**config.mk**
```make
export PLATFORM = sky130hd
export DESIGN_NAME = uart_tx
export DESIGN_NICKNAME = d
export VERILOG_FILES = /design/src/rtl/uart_pkg.sv /design/src/rtl/uart_baud_gen.sv /design/src/rtl/uart_tx.sv
export SDC_FILE = /design/constraint.sdc
export NUM_CORES = 1
export LEC_CHECK = 0
export CORE_ASPECT_RATIO = 1.1
export CORE_UTILIZATION = 55
export DETAILED_ROUTE_END_ITERATION = 10
export GPL_TIMING_DRIVEN = 0
export PLACE_DENSITY = 0.77
export SLEW_MARGIN = 20
export SYNTH_ARGS = -nofsm -noshare
export SYNTH_HDL_FRONTEND = slang
export SYNTH_SLANG_ARGS = --single-unit
export TNS_END_PERCENT = 50
```
**constraint.sdc**
```tcl
create_clock -name clk -period 2.83 [get_ports clk]
set_input_delay 0.283 -clock clk [delete_from_list [all_inputs] [get_ports clk]]
set_output_delay 0.283 -clock clk [all_outputs]
set_load 0.01 [all_outputs]
```
**src/rtl/uart_pkg.sv**
```systemverilog
// Shared UART definitions: transmit FSM state encoding and default parameters.
// Reused by uart_tx and uart_rx.
package uart_pkg;

  localparam int UART_DEFAULT_CLKS_PER_BIT = 868;  // 100 MHz / 115200 baud
  localparam int UART_DATA_WIDTH           = 8;

  typedef enum logic [2:0] {
    IDLE  = 3'd0,
    LOAD  = 3'd1,
    START = 3'd2,
    DATA  = 3'd3,
    STOP  = 3'd4
  } uart_tx_state_e;

endpackage

```
**src/rtl/uart_baud_gen.sv**
```systemverilog
// Bit-period timer. Counts 0..CLKS_PER_BIT-1 while enabled and pulses o_tick
// for one cycle on the terminal count, then wraps to 0.
// Ports:
//   clk, n_rst : clock, async active-low reset
//   i_en       : count enable
//   i_clr      : synchronous clear (wins over enable)
//   o_tick     : single-cycle terminal-count pulse
module uart_baud_gen
  import uart_pkg::*;
#(
  parameter int CLKS_PER_BIT = UART_DEFAULT_CLKS_PER_BIT
) (
  input  logic clk,
  input  logic n_rst,
  input  logic i_en,
  input  logic i_clr,
  output logic o_tick
);

  localparam int            CW = $clog2(CLKS_PER_BIT);
  localparam logic [CW-1:0] TC = CW'(CLKS_PER_BIT - 1);

  logic [CW-1:0] cnt_q, cnt_d;

  assign o_tick = i_en && (cnt_q == TC);

  always_comb begin
    cnt_d = cnt_q;
    if (i_clr)     cnt_d = '0;
    else if (i_en) cnt_d = o_tick ? '0 : cnt_q + 1'b1;
  end

  always_ff @(posedge clk or negedge n_rst) begin
    if (!n_rst) cnt_q <= '0;
    else        cnt_q <= cnt_d;
  end

endmodule

```
**src/rtl/uart_tx.sv**
```systemverilog
// UART transmitter fed from a sync_fifo read port. Pops one word when idle and
// the FIFO is non-empty, then sends start bit, DATA_WIDTH bits LSB-first and
// one stop bit, each CLKS_PER_BIT cycles long.
// Ports:
//   clk, n_rst    : clock, async active-low reset
//   i_fifo_empty  : FIFO empty flag
//   o_fifo_rd_en  : FIFO pop (data valid on i_fifo_data next cycle)
//   i_fifo_data   : FIFO read data, sampled only in LOAD
//   o_tx          : registered serial line, idle high
//   o_busy        : registered, high whenever a word is in flight
module uart_tx
  import uart_pkg::*;
#(
  parameter int DATA_WIDTH   = UART_DATA_WIDTH,
  parameter int CLKS_PER_BIT = UART_DEFAULT_CLKS_PER_BIT
) (
  input  logic                  clk,
  input  logic                  n_rst,
  input  logic                  i_fifo_empty,
  output logic                  o_fifo_rd_en,
  input  logic [DATA_WIDTH-1:0] i_fifo_data,
  output logic                  o_tx,
  output logic                  o_busy
);

  localparam int            BW   = $clog2(DATA_WIDTH + 1);
  localparam logic [BW-1:0] LAST = BW'(DATA_WIDTH - 1);

  uart_tx_state_e        state_q, state_d;
  logic [DATA_WIDTH-1:0] shift_q, shift_d;
  logic [BW-1:0]         bit_cnt_q, bit_cnt_d;
  logic                  tx_q, tx_d;
  logic                  busy_q, busy_d;
  logic                  rd_en;
  logic                  baud_en, baud_clr, tick;

  assign baud_en  = (state_q == START) || (state_q == DATA) || (state_q == STOP);
  assign baud_clr = (state_q == LOAD);

  uart_baud_gen #(.CLKS_PER_BIT(CLKS_PER_BIT)) u_baud (
    .clk    (clk),
    .n_rst  (n_rst),
    .i_en   (baud_en),
    .i_clr  (baud_clr),
    .o_tick (tick)
  );

  always_comb begin
    state_d   = state_q;
    shift_d   = shift_q;
    bit_cnt_d = bit_cnt_q;
    tx_d      = tx_q;
    rd_en     = 1'b0;
    case (state_q)
      IDLE: begin
        tx_d = 1'b1;
        if (!i_fifo_empty) begin
          rd_en   = 1'b1;
          state_d = LOAD;
        end
      end
      LOAD: begin
        shift_d   = i_fifo_data;
        bit_cnt_d = '0;
        tx_d      = 1'b0;  // start bit appears on the edge entering START
        state_d   = START;
      end
      START: begin
        if (tick) begin
          tx_d    = shift_q[0];
          state_d = DATA;
        end
      end
      DATA: begin
        if (tick) begin
          shift_d   = shift_q >> 1;
          bit_cnt_d = bit_cnt_q + 1'b1;
          if (bit_cnt_q == LAST) begin
            tx_d    = 1'b1;
            state_d = STOP;
          end else begin
            // next bit is what lands in [0] after this shift
            tx_d = shift_q[1];
          end
        end
      end
      STOP: begin
        if (tick) state_d = IDLE;
      end
      default: state_d = IDLE;
    endcase
    busy_d = (state_d != IDLE);
  end

  // Gate with reset so no pop is requested while held in reset.
  assign o_fifo_rd_en = rd_en && n_rst;
  assign o_tx         = tx_q;
  assign o_busy       = busy_q;

  always_ff @(posedge clk or negedge n_rst) begin
    if (!n_rst) begin
      state_q   <= IDLE;
      shift_q   <= '0;
      bit_cnt_q <= '0;
      tx_q      <= 1'b1;
      busy_q    <= 1'b0;
    end else begin
      state_q   <= state_d;
      shift_q   <= shift_d;
      bit_cnt_q <= bit_cnt_d;
      tx_q      <= tx_d;
      busy_q    <= busy_d;
    end
  end

endmodule

```
# Word-level counts from Yosys, hierarchy flattened

Index checks and enable logic that the tools add are counted.

Add/subtract/negate cells: 2
Equality and inequality tests: 8
Muxes and demuxes: 19
Reduce and logical (&&, ||, !) cells: 11

Operators by type and width:

| cell                                                                  | count |
|---|---|
| 10-bit 2-to-1 mux                                                     | 3 |
| 8-bit case mux with 2 select lines                                    | 1 |
| 3-bit 2-to-1 mux                                                      | 5 |
| 3-bit case mux with 5 select lines                                    | 1 |
| 10-bit by 1-bit adder with 10-bit output, second input constant       | 1 |
| 10-bit equality test, second input constant                           | 1 |
| 8-bit 2-to-1 mux                                                      | 1 |
| 4-bit case mux with 2 select lines                                    | 1 |
| 3-bit by 2-bit equality test with 1-bit output, second input constant | 2 |
| 1-bit 2-to-1 mux                                                      | 5 |
| 4-bit by 1-bit adder with 4-bit output, second input constant         | 1 |
| 4-bit by 3-bit equality test with 1-bit output, second input constant | 1 |
| 4-bit 2-to-1 mux                                                      | 1 |
| 2-bit by 1-bit != test with 1-bit output, second input constant       | 2 |
| 1-bit case mux with 4 select lines                                    | 1 |
| 2-bit nonzero test                                                    | 2 |
| 4-bit nonzero test                                                    | 1 |
| 3-bit by 1-bit equality test with 1-bit output, second input constant | 1 |
| 3-bit equality test, second input constant                            | 1 |
| 3-bit logical NOT                                                     | 1 |
| 3-bit AND reduction                                                   | 1 |
| 3-bit nonzero test                                                    | 1 |
| 1-bit logical AND                                                     | 2 |
| 1-bit logical OR                                                      | 2 |
| 2-bit AND reduction                                                   | 1 |

Register bits after elaboration: 27
Bits of input ports: 11
Output and inout bits: 3
Word-level logic and storage cells: 46

# Depth between registers and ports, before layout

Word-level depth: 7
Depth in mapped cells: 6
Gate-level depth less buffers: 5

# Modules after synthesis

Synthesis repeated with hierarchy kept, for this count alone.

Cell total of the unflattened synthesis: 146
Area, all modules: 1,430.1 µm²

Modules (own cells, without submodules):

| module        | instances | cells each | area an instance (µm²) | seq. area each (µm²) |
|---|---|---|---|---|
| uart_tx       | 1         | 93         | 895.9                  | 426.7 |
| uart_baud_gen | 1         | 53         | 534.3                  | 250.2 |

# Worst setup path after synthesis

OpenSTA, ideal clock, no wires.

Path type: register -> register
Start: register u_baud.cnt_q[0]
End: register bit_cnt_q[3]
Setup time: 0.069 ns
Arrival time: 1.688 ns
Data required time: 2.761 ns
Setup slack: 1.073 ns
Cell stages (with the launch flop): 7
Path buffers: 1
Cells stage by stage: dfrtp_1 ha_1 and4bb_1 nand3_2 buf_6 or4_1 nand3_1

Cells in the longest elaborated chain, start to end: 4

RTL lines:

| element                                                   | line                | text |
|---|---|---|
| start, declared                                           | uart_baud_gen.sv:23 | `logic [CW-1:0] cnt_q, cnt_d;` |
| start signal, assigned                                    | uart_baud_gen.sv:35 | `else cnt_q <= cnt_d;` |
| 10-bit equality test                                      | uart_baud_gen.sv:25 | `assign o_tick = i_en && (cnt_q == TC);` |
| 1-bit logical AND                                         | uart_baud_gen.sv:25 |  |
| 2-bit by 1-bit != test with 1-bit output (no source line) | -                   |  |
| 2-bit AND reduction (no source line)                      | -                   |  |
| end signal, assigned                                      | uart_tx.sv:110      | `bit_cnt_q <= bit_cnt_d;` |
| end, declared                                             | uart_tx.sv:31       | `logic [BW-1:0] bit_cnt_q, bit_cnt_d;` |

Every way passes these cells.
A chain may end at the register's enable or synchronous reset.

# Final worst setup path

Start: input port n_rst
End: output port o_fifo_rd_en

Cells in the longest elaborated chain, start to end: 1

RTL lines:

| element           | line          | text |
|---|---|---|
| start, declared   | uart_tx.sv:18 | `input logic n_rst,` |
| 1-bit logical AND | uart_tx.sv:96 | `assign o_fifo_rd_en = rd_en && n_rst;` |
| end, declared     | uart_tx.sv:20 | `output logic o_fifo_rd_en,` |

Every way passes these cells.

==> results.json <==
{
  "place_inst": 193,
  "worstSetupPathType": "input port to output pin",
  "final_core_util_pct": 67.4,
  "clk_pin_slew_ns": 0.15,
  "fillCellCount": 221,
  "grt-ovfl-total": 0,
  "yosys_warnings": 0,
  "synth_nets": 162,
  "vias": 1225,
  "netlist.area_leader.share_pct": 42.1,
  "pin_count": 14,
  "cellPowerDensity_nw_per_um2": 570,
  "grt_pass1_wl_um": 5420,
  "async_reset_ff_share_pct": 100,
  "multi_input_area_um2": 827,
  "insertion_delay_ns": 0.32,
  "tns_ns": 0,
  "die-width_um": 52.5,
  "postRouteAntennaNets": 0,
  "cts.path.max_buffers": 2,
  "cts.sinks": 27,
  "die_h_um": 57.6,
  "ff2ff_path_depth": 5,
  "maxCapViolCount": 0,
  "crit_start": "n_rst",
  "yosys.cell_count.top_type": "dfrtp_1",
  "synth_edf_count": 0,
  "cp_data_arrival_time_ns": 2.10,
  "status": "complete, no violations",
  "grt_start_max_net_pins": 29,
  "cts_setup_buffers": 0,
  "tightest_slew_ns": 0.662,
  "via_per_inst": 6.19,
  "netlist_top_cells_area": "dfrtp_1 (42%), mux2_2 (5.8%), mux2_1 (5.1%)",
  "finalCritPeriodShare_pct": 84.2,
  "yosysSeqAreaShare_pct": 43.8,
  "dp_hpwl_um": 2330,
  "fp.dieArea_um2": 3030,
  "grt_setup_unrepaired": "false",
  "topRoutingLayerUsed": "met4",
  "drive_gt1_share_pct": 12.6,
  "drtIter0Drc": 29,
  "synth_seq_cells": 27,
  "root_buffer": "clkbuf_4",
  "p_leak_nw": 0.742,
  "netlist_instances": 149,
  "finalClockSkew_ns": 0.00208,
  "regToRegEndpoint": "o_tx",
  "cts_buffers": 3,
  "rows": 19,
  "grt_pass1_vias": 1232,
  "r2r_slack_ns": 0.83,
  "slew_headroom_pct": 55.5,
  "cp_max_fo": 28,
  "post-route-min-period_ns": 2.38,
  "area_growth_pct": 13.0,
  "required_ns": 2.55,
  "io_buffers": 13,
  "postRouteWirelength_um": 3200,
  "hold_class": "input port to async pin",
  "synth_common_cells": "dfrtp_1 (26), nand3_1 (9), nor2_1 (9), mux2_2 (8), nand4_1 (8)",
  "grt.total_usage_pct": 24.3,
  "wl_met3_um": 60,
  "drv_slew": 0,
  "ys.flop_type": "dfrtp_1",
  "max_freq_mhz": 420,
  "instances_no_fill": 198,
  "nNetsFinal": 181,
  "fp.coreArea_um2": 2590,
  "gp_congestion": 0.860,
  "antenna_found_initial": 0,
  "initial_utilization_pct": 59.6,
  "met1_length_um": 1480,
  "avgSynthCellArea_um2": 10.4,
  "cp-start-kind": "input port",
  "seqCellArea_um2": 677,
  "vdd_drop_max_mv": 0.505,
  "r2r_start": "u_baud.cnt_q[0]",
  "hold_viol_final": 0,
  "end_kind": "output pin",
  "ys_types": 43,
  "antenna_cells": 0,
  "cts_tree": "yes",
  "syn_area_um2": 1550,
  "dr.pass1.iters": 4,
  "finalSetupViolCount": 0,
  "yosysTopAreaCell": "dfrtp_1",
  "drc_errors": 0,
  "dr_wl_met2_um": 1620,
  "cts.htree.levels": 1,
  "wl_per_cell_um": 16.1,
  "endpoint": "o_fifo_rd_en"
}
## final cells by class
cell class / instances / share of cell area [%]
sequential: 27 / 38.8
multi-input combinational: 114 / 47.3
buffer: 8 / 2.36
clock buffer: 3 / 1.29
clock inverter: 1 / 0.287
timing repair buffer: 14 / 7.74
tap: 31 / 2.22
## logic make-up after synthesis
group,share of synthesized area [%]
compound gates,14.4
xor+xnor,2.27
fa+ha+maj,1.62
buf+inv,2.67
flops,43.8
mux,11.6
simple gates,23.6
## power breakdown
group          internal [mW]  switching [mW]  leakage [nW]  total, mW
logic                  0.137           0.134         0.388      0.271
clock network         0.0530           0.119        0.0177      0.172
registers              0.464          0.0886         0.336      0.552
total                  0.654           0.342         0.742      0.996
## routing by layer
layer,global-route usage (%),vias up
met5,0,-
met4,7.14,0
met3,3.73,6
met2,42.7,19
met1,30.3,596
li1,-,604
## layout by cell type (no fill, tap or decap), types with 3 or more instances in the layout
cell type and n:
dfrtp_1 26, clkdlybuf4s50_1 12, nor2_1 9, nand3_1 9, nand4_1 8, mux2_2 8
mux2_1 7, nand2_1 6, o21ai_0 6, nand2b_1 5, clkbuf_1 4, buf_2 4
a21oi_1 4, a21o_1 4, xor2_1 4, and3_1 3, and2_1 3, nor3b_1 3
a22o_1 3, or3_1 3, o211ai_1 3, clkbuf_4 3
## through the flow
stage          instance area [um^2]  power, mW  setup slack, ns  hold slack [ns]
2_1_floorplan                  1550      0.738             1.07          -0.0126
3_3_place_gp                   1710      0.812           0.0996            0.472
3_5_place_dp                   1710      0.833            0.893            0.329
4_1_cts                        1750      0.999            0.399            0.499
5_1_grt                        1750       1.07            0.304            0.525
6_report                       1750      0.996            0.448            0.472
## worst min-delay path by stage
stage	startpoint	endpoint	cells after the start
finish	n_rst	state_q[2]	2
global placement	shift_q[4]	shift_q[4]	1
global route	n_rst	u_baud.cnt_q[9]	2
CTS	n_rst	u_baud.cnt_q[9]	2
floorplan	n_rst	bit_cnt_q[0]	0
detailed placement	n_rst	u_baud.cnt_q[0]	1
## what timing repair did
item / in CTS / in global routing
resized for setup: 0 / 0
hold endpoints to repair: 26 / 0
hold buffers: 1 / 0
## flip-flops by register name, indices dropped and copies added, names as in the netlist
name	count
o_tx	1
state_q	3
o_busy	1
u_baud.cnt_q	10
shift_q	8
bit_cnt_q	4
## critical path, stage by stage
cell and delay [ns]:
dlygate4sd3_1 0.52, buf_2 0.50, and3_1 0.26, clkdlybuf4s50_1 0.53
No activity file was read; power rests on OpenSTA's default activity.
